<file path="src/rtl/xilly_stream_host_pkg.sv">
// Shared definitions for the Xillybus loopback stream host.
//   state_t      : run-control FSM states
//   IDX_W        : width of word indices and of the error/index status outputs
//   pattern_word : test pattern for word k, {16'(2k+1), 16'(2k)} (wraps mod 2^16)
package xilly_host_pkg;

  localparam int unsigned IDX_W = 16;

  typedef enum logic [1:0] {
    ST_IDLE,
    ST_OPENING,
    ST_RUN,
    ST_DONE
  } state_t;

  // The low half is 2k truncated to IDX_W bits; it is always even, so the
  // high half 2k+1 only differs by forcing bit 0 to one.
  function automatic logic [31:0] pattern_word(input logic [IDX_W-1:0] k);
    logic [IDX_W-1:0] lo;
    lo = {k[IDX_W-2:0], 1'b0};
    return {lo[IDX_W-1:1], 1'b1, lo};
  endfunction

endpackage

</file>
<file path="src/rtl/xilly_pattern_gen.sv">
// Pattern word generator: maps a word index to its 32-bit test word.
//   idx  : word index
//   word : pattern word for idx
module xilly_pattern_gen
  import xilly_host_pkg::*;
(
  input  logic [IDX_W-1:0] idx,
  output logic [31:0]      word
);

  assign word = pattern_word(idx);

endmodule

</file>
<file path="src/rtl/xilly_stream_host.sv">
// Loopback stream host: writes WORDS pattern words to the user write FIFO,
// reads them back from the user read FIFO and checks each one.
//   bus_clk / quiesce          : clock, synchronous active-high reset
//   start                      : pulse to begin a run (IDLE or DONE only)
//   user_w_write_32_*          : write strobe/data/full/open
//   user_r_read_32_*           : read strobe/data/empty/open
//   busy/done/pass/timeout     : run status
//   err_count / first_err_idx  : mismatch count and first mismatching index
module xilly_stream_host
  import xilly_host_pkg::*;
#(
  parameter int unsigned WORDS    = 1024,
  parameter int unsigned OPEN_DLY = 5,
  parameter int unsigned TIMEOUT  = 4096
) (
  input  logic        bus_clk,
  input  logic        quiesce,
  input  logic        start,
  output logic        user_w_write_32_wren,
  output logic [31:0] user_w_write_32_data,
  input  logic        user_w_write_32_full,
  output logic        user_w_write_32_open,
  output logic        user_r_read_32_rden,
  input  logic [31:0] user_r_read_32_data,
  input  logic        user_r_read_32_empty,
  output logic        user_r_read_32_open,
  output logic        busy,
  output logic        done,
  output logic        pass,
  output logic        timeout,
  output logic [15:0] err_count,
  output logic [15:0] first_err_idx
);

  localparam logic [IDX_W-1:0] LAST = IDX_W'(WORDS);

  state_t           state, state_next;
  logic [IDX_W-1:0] wr_idx, rd_idx, cmp_idx;
  logic             cmp_pending;
  logic [31:0]      open_cnt, idle_cnt;
  logic [31:0]      wr_word, exp_word;
  logic             in_run, wr_more, rd_more, rd_acc, go;
  logic             last_cmp, idle_hit, mismatch;

  xilly_pattern_gen u_wr_gen  (.idx(wr_idx),  .word(wr_word));
  xilly_pattern_gen u_chk_gen (.idx(cmp_idx), .word(exp_word));

  assign in_run  = (state == ST_RUN);
  assign wr_more = (wr_idx < LAST);
  assign rd_more = (rd_idx < LAST);
  assign rd_acc  = in_run && rd_more && !user_r_read_32_empty;
  assign go      = start && (state == ST_IDLE || state == ST_DONE);

  assign user_w_write_32_wren = in_run && wr_more && !user_w_write_32_full;
  assign user_w_write_32_data = user_w_write_32_wren ? wr_word : '0;
  assign user_r_read_32_rden  = rd_acc;

  assign busy                 = (state == ST_OPENING) || in_run;
  assign user_w_write_32_open = busy;
  assign user_r_read_32_open  = busy;
  assign done                 = (state == ST_DONE);
  assign pass                 = done && (err_count == '0) && !timeout;

  // A pending compare with every read already issued is the final word.
  assign last_cmp = in_run && cmp_pending && !rd_more;
  assign idle_hit = in_run && rd_more && !rd_acc && (idle_cnt + 32'd1 >= 32'(TIMEOUT));
  assign mismatch = cmp_pending && (user_r_read_32_data != exp_word);

  always_ff @(posedge bus_clk) begin
    if (quiesce) state <= ST_IDLE;
    else         state <= state_next;
  end

  always_comb begin
    state_next = state;
    case (state)
      ST_IDLE, ST_DONE: if (start) state_next = ST_OPENING;
      ST_OPENING:       if (open_cnt + 32'd1 >= 32'(OPEN_DLY)) state_next = ST_RUN;
      ST_RUN:           if (last_cmp || idle_hit) state_next = ST_DONE;
      default:          state_next = ST_IDLE;
    endcase
  end

  always_ff @(posedge bus_clk) begin
    if (quiesce) begin
      wr_idx        <= '0;
      rd_idx        <= '0;
      cmp_idx       <= '0;
      cmp_pending   <= 1'b0;
      open_cnt      <= '0;
      idle_cnt      <= '0;
      err_count     <= '0;
      first_err_idx <= '0;
      timeout       <= 1'b0;
    end else if (go) begin
      wr_idx        <= '0;
      rd_idx        <= '0;
      cmp_idx       <= '0;
      cmp_pending   <= 1'b0;
      open_cnt      <= '0;
      idle_cnt      <= '0;
      err_count     <= '0;
      first_err_idx <= '0;
      timeout       <= 1'b0;
    end else begin
      if (state == ST_OPENING) open_cnt <= open_cnt + 32'd1;
      if (user_w_write_32_wren) wr_idx <= wr_idx + 1'b1;
      // Read data arrives the cycle after rden; remember which word it is.
      cmp_pending <= rd_acc;
      if (rd_acc) begin
        cmp_idx  <= rd_idx;
        rd_idx   <= rd_idx + 1'b1;
        idle_cnt <= '0;
      end else if (in_run && rd_more) begin
        idle_cnt <= idle_cnt + 32'd1;
      end
      if (idle_hit) timeout <= 1'b1;
      if (mismatch) begin
        if (err_count != '1) err_count <= err_count + 1'b1;
        if (err_count == '0) first_err_idx <= cmp_idx;
      end
    end
  end

endmodule

</file>
<file path="config.mk">
export PLATFORM = sky130hd
export DESIGN_NAME = xilly_stream_host
export DESIGN_NICKNAME = d
export VERILOG_FILES = /design/src/rtl/xilly_stream_host_pkg.sv /design/src/rtl/xilly_pattern_gen.sv /design/src/rtl/xilly_stream_host.sv
export SDC_FILE = /design/constraint.sdc
export NUM_CORES = 1
export LEC_CHECK = 0
export CAP_MARGIN = 20
export CORE_AREA = 8 8 123 125
export CTS_CLUSTER_SIZE = 16
export DETAILED_ROUTE_END_ITERATION = 12
export DIE_AREA = 0 0 131 133
export DONT_BUFFER_PORTS = 1
export PLACE_DENSITY_LB_ADDON = 0.2
export SLEW_MARGIN = 20
export SYNTH_ARGS = -nofsm -noshare
export SYNTH_HDL_FRONTEND = slang
export SYNTH_SLANG_ARGS = --single-unit
</file>
<file path="constraint.sdc">
create_clock -name bus_clk -period 5.1 [get_ports bus_clk]
set_input_delay 0 -clock bus_clk [delete_from_list [all_inputs] [get_ports bus_clk]]
set_output_delay 0 -clock bus_clk [all_outputs]
set_load 0.01 [all_outputs]
</file>
== After elaboration in Yosys (flattened, before gate mapping) ==
Index checks and enable logic that the tools add are counted.

* Bits in latches: 0
* RAM bits: 0
* Input bits: 37
* Logic and storage cells: 60
* Output and inout bits: 72
* Memories kept: 0
* Bits in registers: 148
* Memory bits (read-only): 0

* Divide/modulo/power cells: 0
* Muxes and demuxes: 5
* Equality and inequality tests: 8
* Bitwise gates (word level): 0
* Magnitude comparators: 4
* $mul: 0
* Reduce and logical (&&, ||, !) cells: 28
* Shift operators: 0
* $add $sub $neg: 5

{| class="wikitable"
|+ Operators with widths
! operator !! number
|-
| 32-bit by 1-bit adder with 32-bit output, second input constant || 2
|-
| 16-bit by 1-bit adder with 16-bit output, second input constant || 3
|-
| 32-bit by 13-bit greater-or-equal comparator with 1-bit output, second input constant || 1
|-
| 32-bit by 3-bit greater-or-equal comparator with 1-bit output, second input constant || 1
|-
| 16-bit by 11-bit < comparator with 1-bit output, second input constant || 2
|-
| 32-bit 2-to-1 mux || 1
|-
| 32-bit inequality test || 1
|-
| 16-bit zero test || 1
|-
| 16-bit inequality test, second input constant || 1
|-
| 1-bit logical AND || 12
|-
| 2-bit 2-to-1 mux || 3
|-
| 2-bit one-hot mux with 3 select lines || 1
|-
| 1-bit zero test || 5
|-
| 2-bit equality test, second input constant || 2
|-
| 2-bit by 1-bit inequality test with 1-bit output, second input constant || 2
|-
| 2-bit AND reduction || 2
|-
| 2-bit OR reduction || 2
|-
| 1-bit logical OR || 3
|-
| 3-bit AND reduction || 1
|-
| 3-bit OR reduction || 1
|-
| 2-bit by 1-bit equality test with 1-bit output, second input constant || 1
|-
| 2-bit zero test || 1
|-
| 2-bit inequality test, second input constant || 1
|}

== Longest topological paths before layout ==
* Word-level depth: 9
* Gate-level depth with buffers: 13
* Depth with buffers taken out: 11

== By module ==
Synthesis repeated with hierarchy kept, for this count alone.

* Cells, all modules: 1,015
* Area, all modules: 8,267.9 µm²

{| class="wikitable"
|+ By module, submodules not included
! module !! instances !! area an instance (µm²) !! seq. area each (µm²) !! cells each
|-
| xilly_stream_host || 1 || 7,772.5 || 2,962.8 || 947
|-
| xilly_pattern_gen || 2 || 247.7 || 0.0 || 34
|}

== Worst setup path after synthesis ==
OpenSTA, ideal clock, no wires.

* Path type: register to register
* Start point: register open_cnt[0]
* End point: register state[0]
* Data arrival time: 2.341 ns
* Path buffers: 1
* Library setup time: 0.123 ns
* Stages on the path, launching flop included: 11
* Period minus slack after synthesis: 2.464 ns
* Required time: 4.977 ns
* Slack: 2.636 ns
* Cells stage by stage: dfxtp_1 ha_1 and3_1 buf_2 nand4_1 nor3_1 mux2i_1 o211ai_1 nor4_1 a211oi_2 mux2_1

* Longest elaborated chain between the ends: 4

{| class="wikitable"
|+ RTL lines
! element !! RTL line !! RTL
|-
| from (decl) || xilly_stream_host.sv:40 || <nowiki>logic [31:0] open_cnt, idle_cnt;</nowiki>
|-
| from (signal assigned) || xilly_stream_host.sv:106 || <nowiki>if (state == ST_OPENING) open_cnt <= open_cnt + 32'd1;</nowiki>
|-
| 32-bit by 1-bit adder with 32-bit output || xilly_stream_host.sv:78 || <nowiki>ST_OPENING: if (open_cnt + 32'd1 >= 32'(OPEN_DLY)) state_next = ST_RUN;</nowiki>
|-
| 32-bit by 3-bit greater-or-equal comparator with 1-bit output || xilly_stream_host.sv:78 ||
|-
| 2-bit by 1-bit inequality test with 1-bit output (no line) || - ||
|-
| 3-bit AND reduction (no line) || - ||
|-
| to (signal assigned) || xilly_stream_host.sv:71 || <nowiki>else state <= state_next;</nowiki>
|-
| to (decl) || xilly_stream_host.sv:37 || <nowiki>state_t state, state_next;</nowiki>
|}

Every way passes these cells.
A chain may end at the register's enable or synchronous reset.

== Worst setup path in the final report ==
Ends and elaborated chain as after synthesis.

==> reports/metrics.csv <==
metric,value,unit
yosysSeqAreaShare,38.4,%
hold_path.class,input port to flip-flop,
cts_resized,0,
cp_num_cells,9,
num_rows,42,
portBuffers,0,
die_area,17400,sq um
worst_setup_path_end_kind,flip-flop,
leakagePower,2.83,nW
htree_levels,4,
cp_num_buf_inv,0,
cts.sinks,148,
finalMaxSlewViolations,0,
worstPathMaxFanout,11,
fin_setup_tns,0,ns
worst_skew_pair.late_latency,0.42,ns
avgSynthCellArea,8.44,sq um
drt-initial-drc-count,443,
yosys.area.top_type,dfxtp_1,
max_cap_violations,0,
drtPass1Iterations,8,
peakVddDrop,0.000273,V
yosysUniqueCellTypes,65,
grt-ovfl-total,0,
drc,0,
fmax,0.325,GHz
tightest_slew,1.04,ns
run_status,"finished, final reports clean",
dominantRegCellSynth,dfxtp_1,
final_nets,923,
routed_via_density,5.83,
ys_top_cells_by_area,"dfxtp_1, xor2_1, nor2_1",
power,2.74,mW
clock-skew-final,0.00765,ns
root_buffer,clkbuf_16,
vias,6192,
power.density,335,nW/um^2
ys_ff_latch,148,
synth_xor_area_share,12.4,%
grt_pass1_wl,28800,um
synth.most_common_cell,dfxtp_1,
pre_cts_ws,2.07,ns
grt_pass1_vias,5970,
crit_path_max_incr_delay,0.48,ns
crit_path_start,open_cnt[0],
die_width,131,um
async_flop_share,0,%
fin_ws,2.02,ns
cts.clk_slew.worst_paths,0.06,ns
grt_max_degree,53,
synth_commonest_cells,"dfxtp_1, nor2_1, xor2_1",
crit_chain,ha_1 -> and3_1 -> nand4_1 -> nor2_1 -> and4_1 -> o21ai_0 -> nor4_1 -> a211oi_2 -> mux2_1,
regArea,2960,sq um
crit_type,flip-flop to flip-flop,
setup_viol,0,
crit_path_start_kind,flip-flop,
yosysTopAreaCellShare,38.4,%
synth_fa_ha_area_share,1.95,%
drtAntennaViolNets,0,
start_util,59.0,%
area_growth,6.06,%
crit_path_top_delay_cell,dfxtp_1,
cts.path.max_buffers,2,
fill_cells,1138,
syn-cell-area,7720,sq um
rsz0062_at_grt,false,
whs_path_depth,3,
grt_antenna_before_repair,0,
antenna_cells,0,
dieHeight,133,um
slew_headroom,30.4,%
finalCriticalPeriod,3.08,ns
yosysWarnings,0,
routed_wl,17100,um
muxShareOfSynthArea,4.46,%
coreArea,13100,sq um
track_usage,20.2,%
synth_edf_count,0,
synth_compound_area_share,6.55,%
hold_violations,0,
drive_gt1_share,6.21,%
hold_start,start,
numCtsBuffers,17,
crit_arrival,3.38,ns
cp.required,5.40,ns
period_share,60.4,%
cts_setup_buffers,0,
syn_inst,915,
cts_tree,done,
synth_top_family_by_area,simple AND/OR/NAND/NOR gates,
dp_hpwl,12200,um
ios,109,
ff2ff_path_depth,9,
cp_top_family,simple AND/OR/NAND/NOR gates,
synthSimpleGateAreaFrac,30.1,%
multi_input_area,4330,sq um
wire_per_inst,16.1,um
r2r-start,open_cnt[0],
place.gp.congestion,0.889,
state kept, by name, indices dropped and copies added, names as in the netlist:
register / flops
state: 2
rd_idx: 16
err_count: 16
wr_idx: 16
idle_cnt: 32
cmp_pending: 1
first_err_idx: 16
open_cnt: 32
timeout: 1
cmp_idx: 16
per-layer routing:
layer	GRT usage (%)	up-vias	wire, um
met3	5.99	27	797
met2	33.3	112	8460
li1	-	3067	-
met1	24.1	2986	7610
met5	0	-	0
met4	7.21	0	262
worst reg2reg max path, cell delays in order (launching register included):
cell and delay (ns):
dfxtp_1 0.48, ha_1 0.25, and3_1 0.41, nand4_1 0.33, nor2_1 0.29, and4_1 0.22
o21ai_0 0.08, nor4_1 0.42, a211oi_2 0.15, mux2_1 0.33
kinds of logic after synthesis:
group,after synthesis
AO/OA/AOI/OAI,75
XOR/XNOR,109
adder cells (fa/ha/maj),12
buffers and inverters,90
flip-flops,148
multiplexers,34
other,1
AND/OR/NAND/NOR,446
power by group:
| group | switching (mW) | internal [mW] | total [mW] |
|---|---|---|---|
| clock | 0.498 | 0.726 | 1.22 |
| sequential | 0.0194 | 1.17 | 1.19 |
| combinational | 0.240 | 0.0871 | 0.327 |
| total | 0.758 | 1.98 | 2.74 |
final cells by class:
cell class | count | area share, %
multi-input cells | 687 | 52.8
flip-flops and latches | 148 | 36.2
clock buffers | 18 | 5.24
well taps | 176 | 2.69
clock inverters | 13 | 1.80
inverters | 15 | 0.688
repair buffers | 5 | 0.550
per-stage QoR:
stage                     cells  cell area [sq um]  utilization (%)  hold WS [ns]
after CTS                  1061               8170             62.5        0.0532
final                      1062               8190             62.6        0.0760
after global routing       1062               8190             62.6        0.0866
after global placement     1028               7580             57.9         0.164
after detailed placement   1028               7580             57.9         0.192
after floorplan             925               7760                -         0.156
layout by cell type, fill, tap and decap left out, drive strengths merged, types with 12 or more instances in the layout:
master,count
a21oi,21
and2,29
and3,34
clkbuf,18
dfxtp,148
ha,12
inv,21
mux2i,31
nand2,58
nand3,40
nand4,49
nor2,144
nor3,32
nor4,16
o21ai,16
or3,17
xnor2,37
xor2,72
final timing paths:
kind / end / slack, ns
setup / recovery: state[0] / 2.02
hold / removal: state[1] / 0.08
hold reg to reg: wr_idx[11] / 0.46
setup reg to reg: state[0] / 2.02
what timing repair did:
item / 4_1_cts / 5_1_grt
endpoints found under the hold margin: 5 / 11
hold buffers: 2 / 1
setup endpoints to repair: 0 / 0
(Power assumes the default switching activity.)
